[config.mk]
export PLATFORM = sky130hd
export DESIGN_NAME = ball_sequencer_flat
export DESIGN_NICKNAME = d
export VERILOG_FILES = /design/src/rtl/pong_pkg.sv /design/src/rtl/ball_sequencer_if.sv /design/src/rtl/tick_gen.sv /design/src/rtl/ball_sequencer.sv /design/src/flat_wrapper.sv
export SDC_FILE = /design/constraint.sdc
export NUM_CORES = 1
export LEC_CHECK = 0
export CAP_MARGIN = 20
export CELL_PAD_IN_SITES_DETAIL_PLACEMENT = 1
export CELL_PAD_IN_SITES_GLOBAL_PLACEMENT = 1
export CORE_MARGIN = 5
export CORE_UTILIZATION = 46
export DETAILED_ROUTE_END_ITERATION = 10
export GPL_ROUTABILITY_DRIVEN = 1
export PLACE_DENSITY = 0.87
export RECOVER_POWER = 25
export SYNTH_ARGS = -nofsm -noshare
export SYNTH_HDL_FRONTEND = slang
export SYNTH_SLANG_ARGS = --single-unit
export TNS_END_PERCENT = 5
[constraint.sdc]
create_clock -name clock -period 8.05 [get_ports clock]
set_input_delay 1.61 -clock clock [delete_from_list [all_inputs] [get_ports clock]]
set_output_delay 1.61 -clock clock [all_outputs]
set_load 0.02 [all_outputs]
[src/rtl/pong_pkg.sv]
// Shared types and defaults for the pong ball sequencer and its tick generator.
package pong_pkg;

  typedef enum logic [2:0] {
    StInit,
    StDrawWait,
    StIdle,
    StEraseWait,
    StUpdate
  } seq_state_e;

  localparam int unsigned ScreenWDefault = 160;
  localparam int unsigned ScreenHDefault = 120;

  localparam logic [2:0] ColourWhite = 3'b111;
  localparam logic [2:0] ColourBlack = 3'b000;

endpackage

[src/rtl/ball_sequencer_if.sv]
// Request/completion handshake between the ball sequencer and the square draw engine.
interface ball_sequencer_if;

  logic       draw_start;
  logic       draw_done;
  logic [7:0] draw_x;
  logic [6:0] draw_y;
  logic [2:0] draw_colour;

  modport master (
    output draw_start,
    output draw_x,
    output draw_y,
    output draw_colour,
    input  draw_done
  );

  modport slave (
    input  draw_start,
    input  draw_x,
    input  draw_y,
    input  draw_colour,
    output draw_done
  );

endinterface

[src/rtl/tick_gen.sv]
// Free-running down-counter producing a one-cycle motion tick every TICK_DIV clocks.
module tick_gen #(
  parameter int unsigned TICK_DIV = 833333
) (
  input  logic clock,
  input  logic reset,
  output logic tick
);

  localparam int unsigned CntW = (TICK_DIV > 1) ? $clog2(TICK_DIV) : 1;
  localparam logic [CntW-1:0] Reload = CntW'(TICK_DIV - 1);

  logic [CntW-1:0] count_q, count_d;

  assign tick = (count_q == '0);

  always_comb begin
    count_d = count_q - 1'b1;
    if (tick) begin
      count_d = Reload;
    end
  end

  always_ff @(posedge clock or negedge reset) begin
    if (!reset) begin
      count_q <= Reload;
    end else begin
      count_q <= count_d;
    end
  end

endmodule

[src/rtl/ball_sequencer.sv]
// Bouncing-ball controller: erases and redraws a square once per motion tick through
// an external draw engine, reflecting off the screen edges.
module ball_sequencer
  import pong_pkg::*;
#(
  parameter int unsigned BALL_SIZE   = 5,
  parameter int unsigned SCREEN_W    = ScreenWDefault,
  parameter int unsigned SCREEN_H    = ScreenHDefault,
  parameter int unsigned TICK_DIV    = 833333,
  parameter int unsigned X0          = 20,
  parameter int unsigned Y0          = 10,
  parameter logic [2:0]  BALL_COLOUR = ColourWhite,
  parameter logic [2:0]  BG_COLOUR   = ColourBlack
) (
  input  logic             clock,
  input  logic             reset,
  input  logic             enable,
  ball_sequencer_if.master draw,
  output logic [7:0]       ball_x,
  output logic [6:0]       ball_y,
  output logic             bounce
);

  seq_state_e state_q, state_d;
  logic [7:0] ball_x_q, ball_x_d, out_x_q, out_x_d;
  logic [6:0] ball_y_q, ball_y_d, out_y_q, out_y_d;
  logic [2:0] colour_q, colour_d;
  logic       dx_neg_q, dx_neg_d, dy_neg_q, dy_neg_d;
  logic       pending_q, pending_d;
  logic       start_q, start_d;
  logic       bounce_q, bounce_d;
  logic       tick;

  tick_gen #(
    .TICK_DIV(TICK_DIV)
  ) u_tick_gen (
    .clock(clock),
    .reset(reset),
    .tick (tick)
  );

  // Wall tests and stepping use one extra bit so the edge sum cannot wrap.
  logic [8:0] x_ext, x_next;
  logic [7:0] y_ext, y_next;
  logic       hit_x, hit_y, new_dx_neg, new_dy_neg;

  always_comb begin
    x_ext      = {1'b0, ball_x_q};
    y_ext      = {1'b0, ball_y_q};
    hit_x      = dx_neg_q ? (x_ext == 9'd0) : (x_ext + 9'(BALL_SIZE) == 9'(SCREEN_W));
    hit_y      = dy_neg_q ? (y_ext == 8'd0) : (y_ext + 8'(BALL_SIZE) == 8'(SCREEN_H));
    new_dx_neg = dx_neg_q ^ hit_x;
    new_dy_neg = dy_neg_q ^ hit_y;
    x_next     = new_dx_neg ? x_ext - 9'd1 : x_ext + 9'd1;
    y_next     = new_dy_neg ? y_ext - 8'd1 : y_ext + 8'd1;
  end

  always_comb begin
    state_d   = state_q;
    ball_x_d  = ball_x_q;
    ball_y_d  = ball_y_q;
    dx_neg_d  = dx_neg_q;
    dy_neg_d  = dy_neg_q;
    out_x_d   = out_x_q;
    out_y_d   = out_y_q;
    colour_d  = colour_q;
    start_d   = 1'b0;
    bounce_d  = 1'b0;
    // Any tick not consumed below is remembered; a second one is simply absorbed.
    pending_d = pending_q | tick;
    unique case (state_q)
      StInit: begin
        start_d  = 1'b1;
        out_x_d  = 8'(X0);
        out_y_d  = 7'(Y0);
        colour_d = BALL_COLOUR;
        state_d  = StDrawWait;
      end
      StDrawWait: begin
        if (draw.draw_done) state_d = StIdle;
      end
      StIdle: begin
        if ((tick || pending_q) && enable) begin
          start_d   = 1'b1;
          out_x_d   = ball_x_q;
          out_y_d   = ball_y_q;
          colour_d  = BG_COLOUR;
          pending_d = 1'b0;
          state_d   = StEraseWait;
        end
      end
      StEraseWait: begin
        if (draw.draw_done) state_d = StUpdate;
      end
      StUpdate: begin
        dx_neg_d = new_dx_neg;
        dy_neg_d = new_dy_neg;
        ball_x_d = 8'(x_next);
        ball_y_d = 7'(y_next);
        out_x_d  = 8'(x_next);
        out_y_d  = 7'(y_next);
        colour_d = BALL_COLOUR;
        start_d  = 1'b1;
        bounce_d = hit_x | hit_y;
        state_d  = StDrawWait;
      end
      default: state_d = StInit;
    endcase
  end

  always_ff @(posedge clock or negedge reset) begin
    if (!reset) begin
      state_q   <= StInit;
      ball_x_q  <= 8'(X0);
      ball_y_q  <= 7'(Y0);
      dx_neg_q  <= 1'b0;
      dy_neg_q  <= 1'b0;
      pending_q <= 1'b0;
      start_q   <= 1'b0;
      bounce_q  <= 1'b0;
      out_x_q   <= 8'(X0);
      out_y_q   <= 7'(Y0);
      colour_q  <= BALL_COLOUR;
    end else begin
      state_q   <= state_d;
      ball_x_q  <= ball_x_d;
      ball_y_q  <= ball_y_d;
      dx_neg_q  <= dx_neg_d;
      dy_neg_q  <= dy_neg_d;
      pending_q <= pending_d;
      start_q   <= start_d;
      bounce_q  <= bounce_d;
      out_x_q   <= out_x_d;
      out_y_q   <= out_y_d;
      colour_q  <= colour_d;
    end
  end

  assign draw.draw_start  = start_q;
  assign draw.draw_x      = out_x_q;
  assign draw.draw_y      = out_y_q;
  assign draw.draw_colour = colour_q;
  assign ball_x           = ball_x_q;
  assign ball_y           = ball_y_q;
  assign bounce           = bounce_q;

endmodule

[src/flat_wrapper.sv]
// flat-port wrapper written by rule: the top's interface ports become plain ports
module ball_sequencer_flat import pong_pkg::*;
#(
  parameter int unsigned BALL_SIZE   = 5,
  parameter int unsigned SCREEN_W    = ScreenWDefault,
  parameter int unsigned SCREEN_H    = ScreenHDefault,
  parameter int unsigned TICK_DIV    = 833333,
  parameter int unsigned X0          = 20,
  parameter int unsigned Y0          = 10,
  parameter logic [2:0]  BALL_COLOUR = ColourWhite,
  parameter logic [2:0]  BG_COLOUR   = ColourBlack
)
  (clock, reset, enable, ball_x, ball_y, bounce, draw_draw_start, draw_draw_x, draw_draw_y, draw_draw_colour, draw_draw_done);
  ball_sequencer_if draw_i ();
  input  logic clock;
  input  logic reset;
  input  logic enable;
  output logic [7:0] ball_x;
  output logic [6:0] ball_y;
  output logic bounce;
  output wire logic [$bits(draw_i.draw_start)-1:0] draw_draw_start;
  output wire logic [$bits(draw_i.draw_x)-1:0] draw_draw_x;
  output wire logic [$bits(draw_i.draw_y)-1:0] draw_draw_y;
  output wire logic [$bits(draw_i.draw_colour)-1:0] draw_draw_colour;
  input wire logic [$bits(draw_i.draw_done)-1:0] draw_draw_done;
  assign draw_draw_start = draw_i.draw_start;
  assign draw_draw_x = draw_i.draw_x;
  assign draw_draw_y = draw_i.draw_y;
  assign draw_draw_colour = draw_i.draw_colour;
  assign draw_i.draw_done = draw_draw_done;
  ball_sequencer #(.BALL_SIZE(BALL_SIZE), .SCREEN_W(SCREEN_W), .SCREEN_H(SCREEN_H), .TICK_DIV(TICK_DIV), .X0(X0), .Y0(Y0), .BALL_COLOUR(BALL_COLOUR), .BG_COLOUR(BG_COLOUR)) u_core (.clock(clock), .reset(reset), .enable(enable), .draw(draw_i), .ball_x(ball_x), .ball_y(ball_y), .bounce(bounce));
endmodule
== Yosys cells after proc, flatten, opt, wreduce, memory -nomap -nowiden ==
Index checks and enable logic that the tools add are counted.
Operators by class
  add/sub/neg operators: 7
  equal/unequal tests: 9
  muxes and demuxes: 20
  bitwise logic cells: 4
  reduce and logical (&&, ||, !) cells: 12
Operators by type and width (count)
  $pmux W8 S3: 1
  $pmux W7 S3: 1
  $logic_not A20 Y1: 1
  $mux W20: 1
  $sub A20 B1 Y20 const B: 1
  $mux W8: 2
  $mux W7: 2
  $mux W3: 4
  $pmux W3 S4: 1
  $add A8 B3 Y9 const B: 1
  $eq A9 B8 Y1 const B: 1
  $add A7 B3 Y8 const B: 1
  $add A8 B1 Y8 const B: 1
  $eq A8 B7 Y1 const B: 1
  $logic_not A8 Y1: 1
  $sub A8 B1 Y8 const B: 1
  $add A7 B1 Y7 const B: 1
  $logic_not A7 Y1: 1
  $sub A7 B1 Y7 const B: 1
  $eq A3 B2 Y1 const B: 2
  $mux W1: 6
  $pmux W3 S2: 1
  $ne A2 B2 Y1 const B: 2
  $reduce_and A2 Y1: 2
  13 further kinds: 15
Word-level totals
  bits in registers: 61
  input bits: 4
  logic and storage cells: 64

== Longest topological paths before layout ==
  word-level depth: 6
  mapped depth: 12
  depth with buffers taken out: 12

== Hierarchy ==
From an unflattened synthesis, not the netlist that was laid out.
Unflattened totals
  cells, all modules: 341
  area total of the unflattened synthesis: 3258.1 µm²
By module, submodules not included
  ball_sequencer: instances 1, cells each 240, area each 2229.6 µm²
  tick_gen: instances 1, cells each 101, area each 1028.5 µm²

== Worst setup path before layout ==
No wires, ideal clock.
  path type: register -> register
  start point: register u_core.ball_y_q[1] (netlist: u_core.ball_y[1])
  end point: register u_core.out_y_q[6] (netlist: u_core.draw.draw_y[6])
  library setup time: 0.077 ns
  arrival: 2.889 ns
  setup slack: 5.084 ns
  cell stages (with the launch flop): 11
  path buffers: 0
  clock period less this slack: 2.966 ns
  cells stage by stage: dfstp_2 > and3_1 > nand4_1 > a21boi_0 > ha_1 > a211oi_1 > o21bai_1 > a21oi_1 > xnor2_1 > o2bb2a_1 > o21ai_1
On the way
  word-level cells in the longest chain between the ends: 6
RTL lines
  start: declaration: line ball_sequencer.sv:26  | logic [6:0] ball_y_q, ball_y_d, out_y_q, out_y_d;
  start signal: assignment: line ball_sequencer.sv:115  | ball_y_q <= 7'(Y0);
  start signal: assignment: line ball_sequencer.sv:127  | ball_y_q <= ball_y_d;
  $add A7 B3 Y8: line ball_sequencer.sv:51  | hit_y = dy_neg_q ? (y_ext == 8'd0) : (y_ext + 8'(BALL_SIZE) == 8'(SCREEN_H));
  $eq A8 B7 Y1: line ball_sequencer.sv:51
  $mux W1 (*): line ball_sequencer.sv:51
  $xor A1 B1 Y1 (*): line ball_sequencer.sv:53  | new_dy_neg = dy_neg_q ^ hit_y;
  named net u_core.new_dy_neg: line ball_sequencer.sv:45  | logic hit_x, hit_y, new_dx_neg, new_dy_neg;
  $mux W7 (*): line ball_sequencer.sv:55  | y_next = new_dy_neg ? y_ext - 8'd1 : y_ext + 8'd1;
  $pmux W7 S3 (*): line ball_sequencer.sv:71  | unique case (state_q)
  end signal: assignment: line ball_sequencer.sv:122  | out_y_q <= 7'(Y0);
  end signal: assignment: line ball_sequencer.sv:134  | out_y_q <= out_y_d;
  end: declaration: line ball_sequencer.sv:26
The timed path passes the listed nets; every way through them passes the cells marked *.
A chain may end at the register's enable or synchronous reset.

==> impl.org <==
** Synth
- In the synthesized netlist the async set-or-reset flop fraction comes to 100%.
- Warnings, synthesis :: 0
- Average cell area after synthesis :: about 9.7 um2
- Gate count after technology mapping :: around 330
- In the synthesized netlist the dominant register cell turns out to be sky130_fd_sc_hd__dfrtp_1.
- Number of flops mapped to enable cells by yosys :: 0
- Share of the synthesized area in the top cell type :: 31.0%
- Largest cells by area after synthesis :: sky130_fd_sc_hd__dfrtp_1, sky130_fd_sc_hd__dfstp_2, sky130_fd_sc_hd__nand2_1
- Summing the sequential cell areas from Yosys gives 47.7% of the chip area.
- The synthesized design contains between 50 and 60 register bits.
- Post-synth cell types :: 55
- In the synthesized netlist, the cells that appear most often are sky130_fd_sc_hd__nand2_1, sky130_fd_sc_hd__dfrtp_1, sky130_fd_sc_hd__nor2_1.
- Cell area after synthesis :: around 3100 um2
- Synthesized Nets :: about 340
- sky130_fd_sc_hd__nand2_1 is the most common cell in the netlist.
- Cell type with the largest total area after synthesis :: sky130_fd_sc_hd__dfrtp_1

** Routing
- The final layout contains routed wiring with a total length of between 8 and 9 mm.
- Across all layers, the routed design uses 2554 vias.
- After detailed routing, the number of remaining DRC violations is 0.
- After detailed routing, the average wire length per cell comes to approximately 18 um.
- Post-route ant nets :: 0
- Count of TritonRoute iterations in the first routing pass :: 4
- After detailed routing, the number of vias per cell comes to between 5 and 6.
- Drt first-iter violations :: ~120

** Clock network
- The tree built by TritonCTS fans out to 59 sinks.
- Hold buffer count at CTS :: 0
- Setup bufs post-CTS :: 0
- CTS clk-pin slew, worst paths :: 0.07 ns
- Depth of the CTS H-tree :: 3
- CTS Buffer Depth :: 2
- Post-CTS Resized :: 0
- The root buffer cell chosen for the clock tree is sky130_fd_sc_hd__clkbuf_8.
- For the worst-skew pair, the clock arrives at the later sink with an insertion delay of 0.34 ns.
- TritonCTS created 9 clock buffers.
- TritonCTS clock tree :: built

** Timing
- Achievable clock frequency :: 236 MHz
- Worst slew margin relative to its limit :: -114%
- Final total negative setup slack :: 0 ns
- The hold violation count in the final report came to 0.
- For the pin with the worst max-slew slack, the measured transition is approximately 3.2 ns.
- Fin crit share :: between 50% and 60%
- Subtracting the final worst setup slack from the clock period gives 4.24 ns.
- Worst-case clock skew :: 0.0106 ns
- Setup repair after global routing left no endpoint under its margin.
- The final-report max-slew violation count was 60.
- Final number of setup-violating endpoints :: 0

** Finish
- The number of antenna diodes in the final layout is 0.
- Fillcell total :: between 700 and 800
- Compared with the post-synthesis result, the final layout area differs by 20.2%.
- Final Cell Area :: 3780 um2
- The net count of the finished layout is 383.
- Share of layout cells above drive strength 1 :: 11.9%

** Placement
- After detailed placement, the total cell area comes to approximately 3600 um2.
- The wire-length estimate of the detail-placed layout is 5.53 mm.
- Count of port buffers added during placement :: 38
- At the end of routability-driven placement, the weighted congestion stood at roughly 0.86.

** Worst hold path
- The worst hold path belongs to the class reg2reg.
- Hold Startpoint :: u_core.draw.draw_x[4]

** Critical path
- Kind of cell adding the most delay to the critical path :: buffers and inverters
- Worst EP arrival :: 3.97 ns
- In this run the worst path has a maximum fanout of 59.
- Critical register-to-register path startpoint :: u_core.ball_y[1]
- The worst setup path is launched from an input pin.
- Launching instance or port of the critical path :: reset
- Traced cell by cell, the critical path runs through buf_2, clkbuf_1.
- In this design, the stage delay of the slowest critical-path cell is 2.26 ns.
- The number of buffers and inverters on the critical path is 2.
- The worst setup path is of the in2async kind.
- STA classifies the critical path endpoint as an asynchronous set/reset pin.
- On the critical path, the stage with the largest delay is an instance of sky130_fd_sc_hd__clkbuf_1.
- Required time at the endpoint of the critical path :: roughly 7.8 ns

** Flow run
- Max-cap violations in this run came to 1.

** GRT
- Routing usage on met3 :: just over 3%
- The number of antenna violations at the first check in global routing was 0.
- Global route overflow :: 0
- Pin count of the biggest net entering global routing :: 60
- Gr usage total :: 21.0%
- met2 is the most crowded layer.
- The via count of the first global-routing pass came to ~2800.
- Global routing used between 30% and 40% of the available met2 tracks.
- Global-route wire length before repair :: 14.2 mm
- In the global route stage, met1 resource usage came out at roughly 27%.

** Power and ir drop
- Peak VDD IR :: 0.000102 V
- Power spread over the standard cell area amounts to around 270 nW/um2.
- Leakage dissipation :: between 0.0015 and 0.002 uW

** Die
- During I/O placement, the number of pins put on the boundary was 39.
- Effective utilization at floorplan :: 46.8%
- The die covers 8590 um2.
- The floorplan step set the die width to 92.7 um.
- Core Area :: 6720 um2
- Floorplan die height :: 92.7 um
- Site row count :: 30

** Run status
- Failing checks :: max-capacitance violations, max-slew violations
- The flow ran to the end, but the final reports show violations.
-- cell type report --
cell class	count	area, um2	area share [%]
inverter	12	45.0	1.19
sequential	59	1500	39.7
timing repair buffer	40	390	10.3
clock inverter	4	72.6	1.92
tap	80	100	2.65
multi-input combinational	243	1520	40.1
clock buffer	12	155	4.10
-- kinds of logic after synthesis --
logic type                 count (synthesis)  synth area share, %
adders and majority gates                 14                 6.05
AOI/OAI and AO/OA                         85                 17.2
DFF                                       59                 47.7
buffers and inverters                     23                 3.06
and+or+nand+nor                          122                 19.8
muxes                                      1                0.358
xor gates and xnor gates                  21                 5.85
-- placed cells by master (no fill, tap or decap), types with 12 or more instances in the layout --
cell type | netlist | final
sky130_fd_sc_hd__o21ai_0 | 12 | 13
sky130_fd_sc_hd__nor2_1 | 26 | 26
sky130_fd_sc_hd__xnor2_1 | 12 | 12
sky130_fd_sc_hd__dfrtp_1 | 39 | 39
sky130_fd_sc_hd__o21ai_1 | 17 | 16
sky130_fd_sc_hd__a21oi_1 | 19 | 19
sky130_fd_sc_hd__clkdlybuf4s50_1 | 0 | 36
sky130_fd_sc_hd__dfstp_2 | 20 | 20
sky130_fd_sc_hd__nand2_1 | 50 | 50
sky130_fd_sc_hd__ha_1 | 12 | 12
-- metal layers --
metal	wire, um	up-vias
met5	0	-
met4	145	0
met3	154	11
met2	4060	29
met1	3720	1303
li1	-	1211
-- report_power, final --
group | total [uW] | switching (uW) | internal, uW | leakage (uW)
logic | 314 | 183 | 131 | 0.000802
registers | 405 | 55.2 | 350 | 0.000740
clock network | 312 | 121 | 191 | 0.000113
total | 1030 | 359 | 672 | 0.00165
-- per-stage QoR --
stage	hold WS, ns	utilization (%)	instances	worst slack (ns)	power (uW)
final	0.478	56.3	450	3.81	1030
after global routing	0.499	56.3	450	3.13	1090
after CTS	0.478	56.8	450	4.57	1040
after detailed placement	0.468	53.4	434	4.56	724
after global placement	0.458	53.2	433	4.65	704
after floorplan	0.456	-	325	5.08	594
-- sequential cells by signal, indices dropped and copies added, names as in the netlist --
register and cells:
u_core.draw.draw_x 8, u_core.draw.draw_y 7, u_core.bounce 1, u_core.pending_q 1, u_core.u_tick_gen.count_q 20, u_core.draw.draw_colour 1
u_core.ball_x 8, u_core.state_q 3, u_core.dx_neg_q 1, u_core.ball_y 7, u_core.dy_neg_q 1, u_core.draw.draw_start 1
-- worst reg2reg max path: stages (launching register included) --
cell and delay [ns]:
sky130_fd_sc_hd__dfstp_2 0.61, sky130_fd_sc_hd__and3_1 0.19, sky130_fd_sc_hd__nand4_1 0.17, sky130_fd_sc_hd__a21boi_0 0.73
sky130_fd_sc_hd__ha_1 0.43, sky130_fd_sc_hd__a211oi_1 0.37, sky130_fd_sc_hd__o21bai_1 0.14, sky130_fd_sc_hd__a21oi_1 0.20
sky130_fd_sc_hd__xnor2_1 0.13, sky130_fd_sc_hd__o2bb2a_1 0.31, sky130_fd_sc_hd__o21ai_1 0.12
-- path summary, 6_finish.rpt --
path                            depth (start not counted)                           end  slack, ns
worst max-delay path                                    2              u_core.ball_x[7]       3.81
worst min-delay path                                    2         u_core.draw.draw_x[4]       0.48
worst max register to register                         10         u_core.draw.draw_y[6]       4.57
worst min register to register                          2         u_core.draw.draw_x[4]       0.48
max in group clock                                     10         u_core.draw.draw_y[6]       4.57
min in group asynchronous                               2  u_core.u_tick_gen.count_q[7]       2.44
Note: power is estimated with default switching activity, not from simulation.
